### src/rtl/cache_ctrl_pkg.sv
// Shared definitions for the L1 data cache controller: address geometry, FSM states,
// tag entry layout and address field helpers.
package cache_ctrl_pkg;

    localparam int unsigned ADDR_W   = 32;
    localparam int unsigned INDEX_W  = 8;
    localparam int unsigned OFFSET_W = 4;
    localparam int unsigned TAG_W    = ADDR_W - INDEX_W - OFFSET_W;

    typedef enum logic [1:0] {
        StIdle,
        StCompare,
        StWriteback,
        StAllocate
    } cache_state_e;

    typedef struct packed {
        logic             valid;
        logic             dirty;
        logic [TAG_W-1:0] tag;
    } cache_tag_t;

    function automatic logic [TAG_W-1:0] addr_tag(input logic [ADDR_W-1:0] addr);
        return addr[ADDR_W-1 -: TAG_W];
    endfunction

    function automatic logic [INDEX_W-1:0] addr_index(input logic [ADDR_W-1:0] addr);
        return addr[OFFSET_W +: INDEX_W];
    endfunction

    function automatic logic [ADDR_W-1:0] line_addr(input logic [TAG_W-1:0]   tag,
                                                    input logic [INDEX_W-1:0] index);
        return {tag, index, {OFFSET_W{1'b0}}};
    endfunction

endpackage

### src/rtl/cache_ctrl.sv
// Sequencing controller for the direct-mapped write-back, write-allocate L1 data cache.
// Handles one CPU access at a time, running write-back and line fill on misses.
module cache_ctrl
    import cache_ctrl_pkg::*;
(
    input  logic                 clk_i,
    input  logic                 rst_ni,
    input  logic                 cpu_req_valid_i,
    output logic                 cpu_req_ready_o,
    input  logic                 cpu_we_i,
    input  logic [ADDR_W-1:0]    cpu_addr_i,
    output logic                 cpu_resp_valid_o,
    input  logic [TAG_W+1:0]     tag_rd_i,
    output logic                 tag_wr_en_o,
    output logic [TAG_W+1:0]     tag_wr_o,
    output logic [INDEX_W-1:0]   index_o,
    output logic                 data_word_we_o,
    output logic                 data_line_we_o,
    output logic                 mem_req_valid_o,
    input  logic                 mem_req_ready_i,
    output logic                 mem_we_o,
    output logic [ADDR_W-1:0]    mem_addr_o
);

    cache_state_e      state_q, state_d;
    logic              req_we_q, req_we_d;
    logic [ADDR_W-1:0] req_addr_q, req_addr_d;

    cache_tag_t        resident;
    cache_tag_t        tag_wr;
    logic [TAG_W-1:0]  req_tag;
    logic              hit;

    assign resident = cache_tag_t'(tag_rd_i);
    assign req_tag  = addr_tag(req_addr_q);
    assign index_o  = addr_index(req_addr_q);
    assign hit      = resident.valid && (resident.tag == req_tag);
    assign tag_wr_o = tag_wr;

    always_comb begin
        state_d          = state_q;
        req_we_d         = req_we_q;
        req_addr_d       = req_addr_q;
        cpu_req_ready_o  = 1'b0;
        cpu_resp_valid_o = 1'b0;
        tag_wr_en_o      = 1'b0;
        tag_wr           = '0;
        data_word_we_o   = 1'b0;
        data_line_we_o   = 1'b0;
        mem_req_valid_o  = 1'b0;
        mem_we_o         = 1'b0;
        mem_addr_o       = '0;

        unique case (state_q)
            StIdle: begin
                cpu_req_ready_o = 1'b1;
                if (cpu_req_valid_i) begin
                    req_we_d   = cpu_we_i;
                    req_addr_d = cpu_addr_i;
                    state_d    = StCompare;
                end
            end
            StCompare: begin
                if (hit) begin
                    cpu_resp_valid_o = 1'b1;
                    if (req_we_q) begin
                        data_word_we_o = 1'b1;
                        tag_wr_en_o    = 1'b1;
                        tag_wr         = '{valid: 1'b1, dirty: 1'b1, tag: req_tag};
                    end
                    state_d = StIdle;
                end else if (resident.valid && resident.dirty) begin
                    // An invalid line never needs write-back, whatever its dirty bit says.
                    state_d = StWriteback;
                end else begin
                    state_d = StAllocate;
                end
            end
            StWriteback: begin
                // Index is held, so the resident tag read stays stable for the whole wait.
                mem_req_valid_o = 1'b1;
                mem_we_o        = 1'b1;
                mem_addr_o      = line_addr(resident.tag, index_o);
                if (mem_req_ready_i) begin
                    state_d = StAllocate;
                end
            end
            StAllocate: begin
                mem_req_valid_o = 1'b1;
                mem_addr_o      = line_addr(req_tag, index_o);
                if (mem_req_ready_i) begin
                    data_line_we_o = 1'b1;
                    tag_wr_en_o    = 1'b1;
                    tag_wr         = '{valid: 1'b1, dirty: 1'b0, tag: req_tag};
                    state_d        = StCompare;
                end
            end
            default: state_d = StIdle;
        endcase
    end

    always_ff @(posedge clk_i or negedge rst_ni) begin
        if (!rst_ni) begin
            state_q    <= StIdle;
            req_we_q   <= 1'b0;
            req_addr_q <= '0;
        end else begin
            state_q    <= state_d;
            req_we_q   <= req_we_d;
            req_addr_q <= req_addr_d;
        end
    end

endmodule

### config.mk
export PLATFORM = sky130hd
export DESIGN_NAME = cache_ctrl
export DESIGN_NICKNAME = d
export VERILOG_FILES = /design/src/rtl/cache_ctrl_pkg.sv /design/src/rtl/cache_ctrl.sv
export SDC_FILE = /design/constraint.sdc
export NUM_CORES = 1
export LEC_CHECK = 0
export ABC_AREA = 1
export CORE_ASPECT_RATIO = 0.75
export CORE_MARGIN = 2
export CORE_UTILIZATION = 45
export DETAILED_ROUTE_END_ITERATION = 10
export GPL_TIMING_DRIVEN = 1
export PLACE_DENSITY = 0.87
export RECOVER_POWER = 100
export SKIP_CTS_REPAIR_TIMING = 1
export SYNTH_ARGS = -nofsm -noshare
export SYNTH_HDL_FRONTEND = slang
export SYNTH_SLANG_ARGS = --single-unit
### constraint.sdc
create_clock -name clk_i -period 3.1 [get_ports clk_i]
set_clock_uncertainty 0.05 [all_clocks]
set_input_delay 0.62 -clock clk_i [delete_from_list [all_inputs] [get_ports clk_i]]
set_output_delay 0.62 -clock clk_i [all_outputs]
set_load 0.02 [all_outputs]
* Word-level counts from Yosys, hierarchy flattened
Index checks and enable logic that the tools add are counted.
** Storage, ports and cells
- Register bits :: 35
- Bits in latches :: 0
- Bits in writable memories :: 0
- ROM bits :: 0
- Bits of input ports :: 59
- Output and inout port bits :: 69
- Logic and storage cells :: 38
- Memories :: 0
** Cells by class
- $add $sub $neg :: 0
- Multipliers :: 0
- Divide/modulo/power cells :: 0
- $lt $le $gt $ge :: 0
- Equality and inequality tests :: 7
- Shifts and indexed selects :: 0
- Multiplexer cells :: 22
- Bitwise logic cells :: 0
- Reduce and logical (&&, ||, !) cells :: 6
** Operators by type and width (count)
- $mux W22 :: 3
- $pmux W32 S2 :: 1
- $pmux W22 S2 :: 1
- $eq A20 B20 Y1 :: 1
- $mux W1 :: 11
- $mux W2 :: 4
- $pmux W2 S4 :: 1
- $ne A2 B2 Y1 const B :: 3
- $eq A2 B2 Y1 const B :: 2
- $reduce_and A3 Y1 :: 1
- $eq A2 B1 Y1 const B :: 1
- $logic_and A1 B1 Y1 :: 2
- $logic_not A2 Y1 :: 1
- $pmux W1 S2 :: 1
- $reduce_and A2 Y1 :: 1
- $reduce_or A2 Y1 :: 1

* Depth between registers and ports, before layout
- Depth after elaboration :: 4
- Gate-level depth with buffers :: 11
- Depth with buffers taken out :: 11

* Worst setup path before layout
No wires, ideal clock.
- Kind :: input to output
- Start :: input port tag_rd_i[11]
- End :: output port tag_wr_o[21]
- Data arrival time :: 1.939 ns
- Path slack :: 0.491 ns
- Cell stages on the path :: 11
- Path buffers :: 1
- Cells stage by stage :: inv_1 nand2_1 nand2_1 nor2_1 nand2_1 nor2_1 nand3_1 nor2_1 nand2_1 nand2_1 buf_4
** On the way
- Cells in the longest elaborated chain, start to end :: 4
** Ends and longest elaborated chain
- start, declared :: line cache_ctrl.sv:13 : input logic [TAG_W+1:0] tag_rd_i,
- $eq A20 B20 Y1 :: line cache_ctrl.sv:37 : assign hit = resident.valid && (resident.tag == req_tag);
- $logic_and A1 B1 Y1 :: line cache_ctrl.sv:37
- $mux W22 :: line cache_ctrl.sv:64 : if (hit) begin
- $pmux W22 S2 :: line cache_ctrl.sv:54 : unique case (state_q)
- end, declared :: line cache_ctrl.sv:15 : output logic [TAG_W+1:0] tag_wr_o,
No other way between the ends.

* Final worst setup path
- Start :: input port tag_rd_i[17]
- End :: output port tag_wr_o[11]
The elaborated chain is that of the path after synthesis.

==> summary.md <==
| Metric | Value |
|---|---|
| Clk root buf | clkbuf_8 |
| PnR worst setup slack | 0.0515 ns |
| Initial core utilization | 46.3% |
| CTS buffer count | 5 |
| CP max FO | 5 |
| Post-route ant nets | 0 |
| Slew HR | -19.0% |
| Dominant cell type by area after synthesis | dfrtp_1 |
| Critical-path top delay cell | clkdlybuf4s50_1 |
| Cell Rows | 24 |
| Post-DP HPWL | 6730 um |
| # DRC | 0 |
| Wire length per cell | 14.3 um |
| Final setup fails | 0 |
| Power share of the clock group | 10.8% |
| Drt via density | 5.13 |
| Slowest stage delay, CP | 0.47 ns |
| Port Buffers | 119 |
| Register bit total from synthesis | 31 |
| DP Area | 3940 um^2 |
| Core box area | 5770 um^2 |
| Fin crit period | 3.05 ns |
| Layout cells sized above 1 | 17.1% |
| Synthesized area | 2670 um^2 |
| Max-cap violations | 1 |
| Comb pwr share | 64.6% |
| First-pass GRT wire length | 13800 um |
| P_sw | 1.72 mW |
| Full die area | 6570 um^2 |
| 1st-iter DRT viols | 257 |
| Pin count of the biggest net entering global routing | 32 |
| Seq/Total Area, Yosys | 29.0% |
| CTS clk-pin slew, worst paths | 0.07 ns |
| PwrDens | 839 nW/um^2 |
| Max Root-Sink Buffers | 2 |
| Period utilization | 98.3% |
| Arr. time, crit path | 2.38 ns |
| Die Height | 70.7 um |
| Inserted Diodes | 0 |
| Gr usage total | 26.6% |
| Clock latency on the worst-skew pair | 0.28 ns |
| CP bufs+invs | 4 |
| Post-synth top area share | 29.0% |
| Worst Setup Start Kind | input port |
| CP top delay family | buffers and inverters |
| Gpl congestion | 0.940 |
| Syn Area/Cell | 6.18 um^2 |
| Vias in the first global route | 2912 |
| Via count | 3247 |
| Synthesized instance count | 432 |
| Hold crit path type | reg2reg |
| Ys Warns | 0 |
| Drt pass-1 iters | 5 |
| Ys flop type | dfrtp_1 |
| Status | finished, violations left |
| Design area | 4100 um^2 |
| Max-slew violations | 32 |
| Top post-synthesis cells by count | nand2_1 (137), inv_1 (69), nor2_1 (43) |
| Failing checks | max-capacitance violations, max-slew violations |
| Worst Tran Pin Value | 1.79 ns |
| Width of the die | 93.0 um |
| CTS tree | yes |
| CP cell instances | clkdlybuf4s50_1, xnor2_2, nand3_1, or2_1, nor2_4, buf_4, buf_6, nand4_1, nand2_1, clkbuf_2 |
| Total wire length | 9070 um |
| Post-synthesis cell type count | 25 |
| Sequential fraction of design power | 24.6% |
| H-tree Lvls | 2 |
| Worst setup EP type | output port |
| Crit Path Category | in2out |
| Critical Path RT | 2.43 ns |
| EDFF count, synth | 0 |
| Final Hold Fails | 0 |
| Io pins | 128 |
| Initial antenna violation count | 0 |
| Final #Nets | 617 |
| Hold Slack | 0.482 ns |
| Most frequent cell after synthesis | nand2_1 |
| Internal power | 1.72 mW |
| Worst VDD drop | 0.000564 V |
| FMAX | 328 MHz |
| Synth top area cells | dfrtp_1 (29%), nand2_1 (19%), inv_1 (9.7%), nor2_1 (6.0%), nand3_1 (4.9%) |
| Async set-reset flop share out of synthesis | 100% |
| Area growth from synthesis to layout | 53.4% |
| Switching fraction of total power | 50.0% |
| Place WS | -0.353 ns |
| Leakage | 2.51 nW |
| GRT overflow | 0 |
| CTS Sinks | 31 |
==> stage by stage <==
stage          std cells  TNS, ns  util [%]  total power, mW
2_1_floorplan        435        0         -             2.23
3_3_place_gp         622    -7.15      68.3             3.03
3_5_place_dp         622    -7.82      68.3             3.10
4_1_cts              630    -8.66      70.1             3.48
5_1_grt              633   -0.447      71.1             3.68
6_report             633        0      71.1             3.44
==> cell type report <==
type | count | area (um^2)
sequential | 31 | 776
inverter | 78 | 293
tap | 78 | 97.6
clock buffer | 7 | 96.3
fill | 477 | 1670
clock inverter | 1 | 7.51
multi-input combinational | 291 | 1440
timing repair buffer | 147 | 1390
==> worst paths after layout <==
| kind | start | end | slack (ns) | cells after the start |
|---|---|---|---|---|
| max | tag_rd_i[17] | tag_wr_o[11] | 0.05 | 10 |
| min | req_addr_q[11] | req_addr_q[11] | 0.48 | 1 |
| max reg2reg | state_q[0] | req_addr_q[27] | 0.67 | 6 |
| min reg2reg | req_addr_q[11] | req_addr_q[11] | 0.48 | 1 |
| max in group asynchronous | rst_ni | req_addr_q[5] | 0.68 | 2 |
| min in group asynchronous | rst_ni | req_addr_q[24] | 1.30 | 2 |
==> state kept, by name, indices dropped and copies added (netlist names) <==
register    flops
state_q         2
req_we_q        1
req_addr_q     28
==> metal layers <==
metal	wire length [um]	up-vias	track usage (%)
met2	4190	177	41.6
met4	192	0	9.15
met5	0	-	0
met3	896	14	7.45
li1	-	1573	-
met1	3790	1483	35.6
==> kinds of logic after synthesis <==
logic type,count (synthesis),synth area share [%]
adder cells (fa/ha/maj),4,1.87
multiplexers,10,4.22
XOR/XNOR,1,0.328
buffers and inverters,113,19.6
AO/OA/AOI/OAI,41,8.81
other,1,0.140
AND/OR/NAND/NOR,231,36.0
flip-flops,31,29.0
==> worst reg2reg max path: stages, from the launching register on <==
cell      delay [ns]
dfrtp_1         0.41
inv_1           0.09
ha_1            0.24
nand2_1         0.51
clkbuf_1        0.77
nor2_1          0.13
a21oi_1         0.16
==> power by group through the flow <==
stage	clock network, mW	logic, mW	registers (mW)
floorplan	0	1.48	0.745
global route	0.392	2.42	0.872
finish	0.370	2.22	0.847
CTS	0.373	2.28	0.834
detailed placement	0	2.26	0.840
global placement	0	2.21	0.822
==> cells in the final DEF, fill, tap and decap left out, types with 7 or more instances in the layout <==
cell,synthesis,routed
inv_2,9,11
dlymetal6s2s_1,0,19
nor2_1,43,39
dfrtp_1,31,31
nand4_1,20,20
mux2_2,10,10
dlygate4sd3_1,0,24
nand2_2,2,12
buf_6,4,7
nand2_1,137,127
clkbuf_2,0,8
nand3_1,26,25
inv_1,69,67
clkdlybuf4s50_1,0,54
clkbuf_8,2,7
buf_4,13,28
a21oi_1,20,20
o22ai_1,19,19
Power figures use the tool's default switching activity.
